<file path="config.mk">
export PLATFORM = sky130hd
export DESIGN_NAME = iso7816_atr_parser
export DESIGN_NICKNAME = d
export VERILOG_FILES = /design/src/rtl/iso7816_pkg.sv /design/src/rtl/iso7816_atr_parser.sv
export SDC_FILE = /design/constraint.sdc
export NUM_CORES = 1
export LEC_CHECK = 0
export BUFFER_PORTS_ARGS = -buffer_cell sky130_fd_sc_hd__buf_2
export CAP_MARGIN = 20
export CORE_MARGIN = 10
export CORE_UTILIZATION = 40
export DETAILED_ROUTE_END_ITERATION = 10
export GPL_TIMING_DRIVEN = 0
export SLEW_MARGIN = 20
export SYNTH_ARGS = -nofsm -noshare
export SYNTH_HDL_FRONTEND = slang
export SYNTH_SLANG_ARGS = --single-unit
</file>
<file path="constraint.sdc">
create_clock -name comClk -period 3.5 [get_ports comClk]
set_input_delay 0.175 -clock comClk [delete_from_list [all_inputs] [get_ports comClk]]
set_output_delay 0.175 -clock comClk [all_outputs]
set_load 0.02 [all_outputs]
</file>
<file path="src/rtl/iso7816_pkg.sv">
// Shared types and constants for the ISO7816-3 answer-to-reset path.
package iso7816_pkg;

    typedef enum logic [2:0] {
        ST_IDLE,
        ST_TS,
        ST_T0,
        ST_IFACE,
        ST_HIST,
        ST_TCK,
        ST_DONE,
        ST_ERROR
    } atr_state_e;

    typedef enum logic [1:0] {
        ERR_NONE     = 2'd0,
        ERR_BAD_TS   = 2'd1,
        ERR_TCK      = 2'd2,
        ERR_OVERLONG = 2'd3
    } atr_err_e;

    localparam logic [7:0]  TS_DIRECT     = 8'h3B;
    localparam logic [7:0]  TS_INVERSE    = 8'h3F;
    localparam logic [7:0]  FIDI_DEFAULT  = 8'h11;
    localparam logic [7:0]  GUARD_DEFAULT = 8'h00;
    localparam logic [7:0]  WI_DEFAULT    = 8'h0A;
    localparam int unsigned ATR_MAX_BYTES = 33;

    // Y bits are ordered TA, TB, TC, TD from bit 0; the lowest set bit is the next character.
    function automatic logic [3:0] next_iface_char(input logic [3:0] y);
        return y & (~y + 4'd1);
    endfunction

endpackage

</file>
<file path="src/rtl/iso7816_atr_parser.sv">
// Answer-To-Reset decoder: walks TS/T0/interface/historical/TCK characters
// and publishes the negotiated parameter fields for the PPS and protocol engines.
module iso7816_atr_parser
    import iso7816_pkg::*;
#(
    parameter int unsigned MAX_ATR_BYTES = ATR_MAX_BYTES
) (
    input  logic        nReset,
    input  logic        comClk,
    input  logic        start,
    input  logic        rxByteValid,
    input  logic [7:0]  rxByte,
    output logic        busy,
    output logic        atrDone,
    output logic        atrError,
    output logic [1:0]  errCode,
    output logic        indirectConvention,
    output logic [7:0]  ta1,
    output logic [7:0]  tc1,
    output logic [7:0]  tc2,
    output logic        ta2Present,
    output logic [15:0] protocolMask,
    output logic [3:0]  histLen,
    output logic        tckRequired,
    output logic [5:0]  byteCount
);

    localparam logic [5:0] CNT_LIMIT = 6'(MAX_ATR_BYTES);
    localparam logic [5:0] CNT_SAT   = 6'(MAX_ATR_BYTES + 1);

    atr_state_e  state_q, state_d;
    logic        busy_q, busy_d;
    logic        done_q, done_d;
    logic        err_q, err_d;
    logic [1:0]  errCode_q, errCode_d;
    logic        indirect_q, indirect_d;
    logic [7:0]  ta1_q, ta1_d;
    logic [7:0]  tc1_q, tc1_d;
    logic [7:0]  tc2_q, tc2_d;
    logic        ta2Present_q, ta2Present_d;
    logic [15:0] protoMask_q, protoMask_d;
    logic [3:0]  histLen_q, histLen_d;
    logic        tckReq_q, tckReq_d;
    logic [5:0]  byteCount_q, byteCount_d;
    logic [3:0]  y_q, y_d;
    logic [3:0]  level_q, level_d;
    logic [3:0]  histCnt_q, histCnt_d;
    logic [7:0]  xor_q, xor_d;
    logic        tdSeen_q, tdSeen_d;

    logic        parsing;
    logic        leaveIface;
    logic [3:0]  sel;

    assign parsing = (state_q == ST_TS) || (state_q == ST_T0) || (state_q == ST_IFACE) ||
                     (state_q == ST_HIST) || (state_q == ST_TCK);

    always_comb begin
        state_d      = state_q;
        busy_d       = busy_q;
        done_d       = done_q;
        err_d        = err_q;
        errCode_d    = errCode_q;
        indirect_d   = indirect_q;
        ta1_d        = ta1_q;
        tc1_d        = tc1_q;
        tc2_d        = tc2_q;
        ta2Present_d = ta2Present_q;
        protoMask_d  = protoMask_q;
        histLen_d    = histLen_q;
        tckReq_d     = tckReq_q;
        byteCount_d  = byteCount_q;
        y_d          = y_q;
        level_d      = level_q;
        histCnt_d    = histCnt_q;
        xor_d        = xor_q;
        tdSeen_d     = tdSeen_q;
        leaveIface   = 1'b0;
        sel          = next_iface_char(y_q);

        if (start) begin
            state_d      = ST_TS;
            busy_d       = 1'b1;
            done_d       = 1'b0;
            err_d        = 1'b0;
            errCode_d    = ERR_NONE;
            indirect_d   = 1'b0;
            ta1_d        = FIDI_DEFAULT;
            tc1_d        = GUARD_DEFAULT;
            tc2_d        = WI_DEFAULT;
            ta2Present_d = 1'b0;
            protoMask_d  = '0;
            histLen_d    = '0;
            tckReq_d     = 1'b0;
            byteCount_d  = '0;
            y_d          = '0;
            level_d      = '0;
            histCnt_d    = '0;
            xor_d        = '0;
            tdSeen_d     = 1'b0;
        end else if (rxByteValid && parsing) begin
            if (byteCount_q != CNT_SAT)
                byteCount_d = byteCount_q + 6'd1;
            if (state_q != ST_TS)
                xor_d = xor_q ^ rxByte;

            if (byteCount_q == CNT_LIMIT) begin
                state_d   = ST_ERROR;
                err_d     = 1'b1;
                busy_d    = 1'b0;
                errCode_d = ERR_OVERLONG;
            end else begin
                case (state_q)
                    ST_TS: begin
                        if (rxByte == TS_DIRECT) begin
                            state_d = ST_T0;
                        end else if (rxByte == TS_INVERSE) begin
                            state_d    = ST_T0;
                            indirect_d = 1'b1;
                        end else begin
                            state_d   = ST_ERROR;
                            err_d     = 1'b1;
                            busy_d    = 1'b0;
                            errCode_d = ERR_BAD_TS;
                        end
                    end
                    ST_T0: begin
                        histLen_d = rxByte[3:0];
                        y_d       = rxByte[7:4];
                        level_d   = 4'd1;
                        histCnt_d = '0;
                        if (rxByte[7:4] == 4'd0)
                            leaveIface = 1'b1;
                        else
                            state_d = ST_IFACE;
                    end
                    ST_IFACE: begin
                        y_d = y_q & ~sel;
                        if (sel[0]) begin
                            if (level_q == 4'd1) ta1_d = rxByte;
                            if (level_q == 4'd2) ta2Present_d = 1'b1;
                        end
                        if (sel[2]) begin
                            if (level_q == 4'd1) tc1_d = rxByte;
                            if (level_q == 4'd2) tc2_d = rxByte;
                        end
                        // TD reloads Y from its own high nibble, so the level advances here
                        if (sel[3]) begin
                            y_d      = rxByte[7:4];
                            tdSeen_d = 1'b1;
                            protoMask_d[rxByte[3:0]] = 1'b1;
                            if (rxByte[3:0] != 4'd0) tckReq_d = 1'b1;
                            if (level_q != 4'hF) level_d = level_q + 4'd1;
                        end
                        if (y_d == 4'd0)
                            leaveIface = 1'b1;
                    end
                    ST_HIST: begin
                        histCnt_d = histCnt_q + 4'd1;
                        if (histCnt_d == histLen_q) begin
                            if (tckReq_q) begin
                                state_d = ST_TCK;
                            end else begin
                                state_d = ST_DONE;
                                done_d  = 1'b1;
                                busy_d  = 1'b0;
                                if (!tdSeen_q) protoMask_d = 16'h0001;
                            end
                        end
                    end
                    ST_TCK: begin
                        busy_d = 1'b0;
                        if ((xor_q ^ rxByte) == 8'h00) begin
                            state_d = ST_DONE;
                            done_d  = 1'b1;
                        end else begin
                            state_d   = ST_ERROR;
                            err_d     = 1'b1;
                            errCode_d = ERR_TCK;
                        end
                    end
                    default: ;
                endcase

                if (leaveIface) begin
                    if (histLen_d != 4'd0) begin
                        state_d = ST_HIST;
                    end else if (tckReq_d) begin
                        state_d = ST_TCK;
                    end else begin
                        state_d = ST_DONE;
                        done_d  = 1'b1;
                        busy_d  = 1'b0;
                        if (!tdSeen_d) protoMask_d = 16'h0001;
                    end
                end
            end
        end
    end

    always_ff @(posedge comClk or negedge nReset) begin
        if (!nReset) begin
            state_q      <= ST_IDLE;
            busy_q       <= 1'b0;
            done_q       <= 1'b0;
            err_q        <= 1'b0;
            errCode_q    <= ERR_NONE;
            indirect_q   <= 1'b0;
            ta1_q        <= FIDI_DEFAULT;
            tc1_q        <= GUARD_DEFAULT;
            tc2_q        <= WI_DEFAULT;
            ta2Present_q <= 1'b0;
            protoMask_q  <= '0;
            histLen_q    <= '0;
            tckReq_q     <= 1'b0;
            byteCount_q  <= '0;
            y_q          <= '0;
            level_q      <= '0;
            histCnt_q    <= '0;
            xor_q        <= '0;
            tdSeen_q     <= 1'b0;
        end else begin
            state_q      <= state_d;
            busy_q       <= busy_d;
            done_q       <= done_d;
            err_q        <= err_d;
            errCode_q    <= errCode_d;
            indirect_q   <= indirect_d;
            ta1_q        <= ta1_d;
            tc1_q        <= tc1_d;
            tc2_q        <= tc2_d;
            ta2Present_q <= ta2Present_d;
            protoMask_q  <= protoMask_d;
            histLen_q    <= histLen_d;
            tckReq_q     <= tckReq_d;
            byteCount_q  <= byteCount_d;
            y_q          <= y_d;
            level_q      <= level_d;
            histCnt_q    <= histCnt_d;
            xor_q        <= xor_d;
            tdSeen_q     <= tdSeen_d;
        end
    end

    assign busy               = busy_q;
    assign atrDone            = done_q;
    assign atrError           = err_q;
    assign errCode            = errCode_q;
    assign indirectConvention = indirect_q;
    assign ta1                = ta1_q;
    assign tc1                = tc1_q;
    assign tc2                = tc2_q;
    assign ta2Present         = ta2Present_q;
    assign protocolMask       = protoMask_q;
    assign histLen            = histLen_q;
    assign tckRequired        = tckReq_q;
    assign byteCount          = byteCount_q;

endmodule

</file>
* Word level (Yosys, flattened, before mapping)
Index checks and enable logic that the tools add are counted.
Word-level totals: flip-flop bits (word level) 82, input bits 12, word-level logic and storage cells 238
Cells by class: $add $sub $neg 4, $lt $le $gt $ge 2, eq/ne operators 23, muxes and demuxes 146, bitwise operators 6, reduce and logical (&&, ||, !) cells 38
Operator list (count):
- $mux 16 | 11
- $mux 8 | 20
- $mux 4 | 23
- $mux 1 | 61
- $reduce_and 5->1 | 7
- $pmux 16 s2 | 1
- $mux 3 | 8
- $pmux 4 s2 | 3
- $reduce_bool 2->1 | 10
- $mux 2 | 9
- $mux 6 | 3
- $eq 8x6->1 const B | 2
- $ne 4x4->1 const B | 4
- $or 16x16->16 | 1
- $add 4x1->4 const B | 3
- $pmux 3 s4 | 1
- $reduce_bool 4->1 | 3
- $and 4x4->4 | 2
- $logic_not 4->1 | 2
- $logic_not 8->1 | 1
- $not 4->4 | 2
- $xor 8x8->8 | 1
- $reduce_bool 7->1 | 1
- $add 6x1->6 const B | 1
- 26 further kinds | 39

* Depth between registers and ports, before layout
depth after elaboration 20, depth in mapped cells 9

* Worst setup path before layout
OpenSTA, ideal clock, no wires.
path type register to register, from register y_q[2], to register protoMask_q[11], in the netlist protocolMask[11], library setup time 0.119 ns, arrival 2.334 ns, required time 3.381 ns, path slack 1.046 ns, cell stages (with the launch flop) 9, cell sequence dfrtp_1 > buf_6 > o41a_1 > a2111oi_4 > o21ai_2 > or4b_4 > a41oi_4 > buf_6 > nor2_2
On the way: longest elaborated chain between the ends 20, elaborated cells between the ends (all ways) 35
RTL lines:
- start, declared | RTL line iso7816_atr_parser.sv:45 | logic [3:0] y_q, y_d;
- start signal, assigned | RTL line iso7816_atr_parser.sv:237 | y_q <= y_d;
- $not 4->4 | RTL line iso7816_pkg.sv:31 | return y & (~y + 4'd1);
- $add 4x1->4 | RTL line iso7816_pkg.sv:31
- $and 4x4->4 | RTL line iso7816_pkg.sv:31
- $not 4->4 | RTL line iso7816_atr_parser.sv:138 | y_d = y_q & ~sel;
- $and 4x4->4 | RTL line iso7816_atr_parser.sv:138
- $mux 4 | RTL line iso7816_atr_parser.sv:148 | if (sel[3]) begin
- $mux 4 | RTL line iso7816_atr_parser.sv:113 | case (state_q)
- $mux 4 | RTL line iso7816_atr_parser.sv:107 | if (byteCount_q == CNT_LIMIT) begin
- (+4 left out)
- $pmux 1 s2 | RTL line iso7816_atr_parser.sv:113
- $mux 1 | RTL line iso7816_atr_parser.sv:107
- $mux 1 | RTL line iso7816_atr_parser.sv:101 | end else if (rxByteValid && parsing) begin
- $mux 1 | RTL line iso7816_atr_parser.sv:81 | if (start) begin
- $mux 16 * | RTL line iso7816_atr_parser.sv:185 | if (leaveIface) begin
- $mux 16 * | RTL line iso7816_atr_parser.sv:107
- $mux 16 * | RTL line iso7816_atr_parser.sv:101
- $mux 16 * | RTL line iso7816_atr_parser.sv:81
- end signal, assigned | RTL line iso7816_atr_parser.sv:233 | protoMask_q <= protoMask_d;
- end, declared | RTL line iso7816_atr_parser.sv:41 | logic [15:0] protoMask_q, protoMask_d;
Every way passes the cells marked *; elsewhere a longest branch is shown, timed or not. The select of a mux whose other input is x is not followed. A chain may end at the register's enable or synchronous reset.

* Final worst setup path
from register state_q[0], to register tc2_q[7], in the netlist tc2[7]
On the way: longest elaborated chain between the ends 8, elaborated cells between the ends (all ways) 13
RTL lines:
- start, declared | RTL line iso7816_atr_parser.sv:31 | atr_state_e state_q, state_d;
- start signal, assigned | RTL line iso7816_atr_parser.sv:223 | state_q <= state_d;
- $eq 3x1->1 / $eq 3x2->1 (equally long branches) | RTL line iso7816_atr_parser.sv:55 | assign parsing = (state_q == ST_TS) || (state_q == ST_T0) || (state_q == ST_IFACE) ||
- $logic_or 1x1->1 (3 in series) | RTL line iso7816_atr_parser.sv:55
- $logic_or 1x1->1 | RTL line iso7816_atr_parser.sv:56 | (state_q == ST_HIST) || (state_q == ST_TCK);
- $logic_and 1x1->1 | RTL line iso7816_atr_parser.sv:101
- $reduce_bool 2->1 (no line)
- $reduce_and 5->1 (no line) *
- end signal, assigned | RTL line iso7816_atr_parser.sv:231 | tc2_q <= tc2_d;
- end, declared | RTL line iso7816_atr_parser.sv:39 | logic [7:0] tc2_q, tc2_d;
Every way passes the cells marked *; elsewhere a longest branch is shown, timed or not.

==> impl_metrics.ini <==
[status]
outcome = finished, final reports clean

[setup_path]
cp_top_family = simple AND/OR/NAND/NOR gates
path_buf_inv = 2
cpMaxStageDelayCell = a41oi_2
worstPathRequired_ns = 3.74
cp-start-kind = flip-flop
max_stage_delay_ns = 0.58
crit_chain = or3_1 -> and3_1 -> clkbuf_1 -> and3_1 -> clkbuf_1 -> a41oi_2 -> mux2_2
path_max_fanout = 10
crit_type = reg -> reg
crit_path_end_kind = flip-flop
cp.arrival_ns = 3.02

[floorplan]
ios = 70
rows = 37
dieArea_um2 = 15300
dieWidth_um = 124
initial_core_util_pct = 41.3
core_um2 = 10400
die_h_um = 124

[sta]
fmax_mhz = 360
tightest_slew_ns = 0.797
setup_viol = 0
finalCritPeriodShare_pct = 79.3
hold_viol = 0
tns_ns = 0
finalMaxSlewViolations = 0
finClkSkew_ns = 0.0134
rsz0062_at_grt = no
slew_headroom_pct = 46.9
finalCriticalPeriod_ns = 2.78

[grt]
grt-ovfl-total = 0
grt_max_degree = 58
grt_use_total_pct = 15.3
antenna_found_initial = 0
first_global_vias = 3564
grt_pass1_wl_mm = 18.5

[synthesis]
netlist_instances = 421
ys_types = 58
synthTopCellsByArea = dfrtp_1 45%, mux2_2 6.5%, nor2_1 3.8%
yosysTopAreaCell = dfrtp_1
synthFlopType = dfrtp_1
ys_ff_latch = 82
synth_warnings = 0
async_flop_share_pct = 100
synth_edf_count = 0
syn-num-nets = 440
synth_area_um2 = 4300
synth_top_cell_area_share_pct = 45.4
yosysSeqAreaShare_pct = 47.8
synth.avg_cell_area_um2 = 10.2

[clock_tree]
cts_tree = done
cts_hold_buffers = 1
clk_latency_ns = 0.36
path_clk_slew_ns = 0.09
cts_setup_buffers = 0
cts_root_buf = clkbuf_8
cts_buffers = 9
h-tree-depth = 3
clock_sinks = 82
cts_buffer_depth = 2
ctsResizeCount = 0

[placement]
dp_hpwl_mm = 8.36
place_area_um2 = 4830
gp_congestion = 0.848
io_buffers = 66
place_inst = 624

[layout]
final_common_cell = dfrtp_1
n_antenna_cell = 0
fin_util_pct = 48.6
final_cell_mix = 78 x dfrtp_1, 65 x buf_2, 43 x nor2_1, 36 x nand2_1, 26 x a21oi_1
nNetsFinal = 519
fin_cells = 641
drive_above_1_share_pct = 27.3
stdcell_area_um2 = 5060
area_growth_pct = 17.7

[job]
maxCapViolCount = 0

[power_and_ir_drop]
pwr_density_cell_nw_per_um2 = 575
ir_drop_v = 0.000281
leakage_uw = 0.00233

[routing]
routed_wl_mm = 11.2
wl_per_cell_um = 17.5
viasPerCell = 5.36
num_vias = 3435
drtIter0Drc = 177
antenna_left = 0
firstDrtPassIters = 5
drc = 0

[worst_hold_path]
hold_path_class = in -> reg
-- final cells by class --
type                            instances  area, um^2
Sequential cell                        82        2060
Inverter                                9        33.8
Timing Repair Buffer                   68         370
Tap cell                              136         170
Clock inverter                          5        77.6
Fill cell                             989        5350
Multi-Input combinational cell        308        2100
Buffer                                 22         114
Clock buffer                           11         141
-- stage by stage --
| stage | total power, uW | setup slack, ns | hold WS, ns |
|---|---|---|---|
| after floorplan | 1890 | 1.05 | -0.121 |
| after global placement | 2140 | 0.756 | 0.471 |
| after detailed placement | 2160 | 0.732 | 0.114 |
| after CTS | 2940 | 0.724 | 0.111 |
| after global routing | 3090 | 0.592 | 0.112 |
| final | 2910 | 0.723 | 0.121 |
-- state kept, by name, indices dropped and copies added, names as in the netlist --
register	flops
histLen	4
atrError	1
histCnt_q	4
level_q	4
tc2	8
errCode	2
tc1	8
state_q	3
indirectConvention	1
tdSeen_q	1
xor_q	8
busy	1
protocolMask	16
atrDone	1
ta1	8
tckRequired	1
byteCount	6
ta2Present	1
y_q	4
-- where the power goes --
part	internal [uW]	total [uW]	leakage, uW	switching [uW]
Clock	419	769	0.000109	350
Sequential	1070	1170	0.00108	105
Combinational	369	969	0.00114	600
Total	1860	2910	0.00233	1050
-- path summary, 6_finish.rpt --
kind | slack (ns) | from | endpoint | depth (start not counted)
max | 0.72 | state_q[0]$_DFFE_PN0P_ | tc2[7]$_DFFE_PN0P_ | 7
min | 0.12 | rxByte[4] | ta1[4]$_DFFE_PN1P_ | 3
max reg2reg | 0.72 | state_q[0]$_DFFE_PN0P_ | tc2[7]$_DFFE_PN0P_ | 7
min reg2reg | 0.48 | tc2[1]$_DFFE_PN1P_ | tc2[1]$_DFFE_PN1P_ | 2
max in group asynchronous | 2.60 | nReset | tc2[1]$_DFFE_PN1P_ | 3
min in group asynchronous | 0.27 | nReset | ta1[1]$_DFFE_PN0P_ | 2
-- per-layer routing --
layer	global-route usage, %	vias up	share of wire [%]
met1	18.9	1685	43
met3	4.21	18	6.1
met5	0	-	0
li1	-	1650	-
met2	25.3	82	49
met4	4.88	0	1.4
-- synth_stat cells, types with 3 or more instances --
cell	count
and2_1	4
nor2b_1	16
ha_1	7
nor2_2	10
nor2_1	43
nand2_1	36
dfstp_2	4
xor2_1	16
and3_1	5
xnor2_1	12
nor3b_1	4
buf_6	4
nand4_1	5
nor4_1	5
dfrtp_1	78
nand3_1	8
nor3_1	8
a22o_1	4
a21oi_1	26
clkbuf_1	17
nand2b_1	4
mux2i_1	3
o21ai_0	11
inv_1	9
a31oi_1	11
mux2_2	25
o31ai_1	4
a41oi_1	4
-- cells by family after synthesis --
family / Yosys count / share of synthesized area [%]
and+or+nand+nor: 163 / 19.8
xor gates and xnor gates: 28 / 5.70
adders and majority gates: 8 / 2.30
muxes: 28 / 7.24
AOI/OAI and AO/OA: 81 / 13.7
DFF: 82 / 47.8
buffers and inverters: 31 / 3.43
-- worst reg2reg max path, cell delays in order (launching register included) --
cell and delay (ns):
dfrtp_1 0.43, or3_1 0.42, and3_1 0.18, clkbuf_1 0.25, and3_1 0.23, clkbuf_1 0.16, a41oi_2 0.58, mux2_2 0.41
No activity file was read; power rests on OpenSTA's default activity.
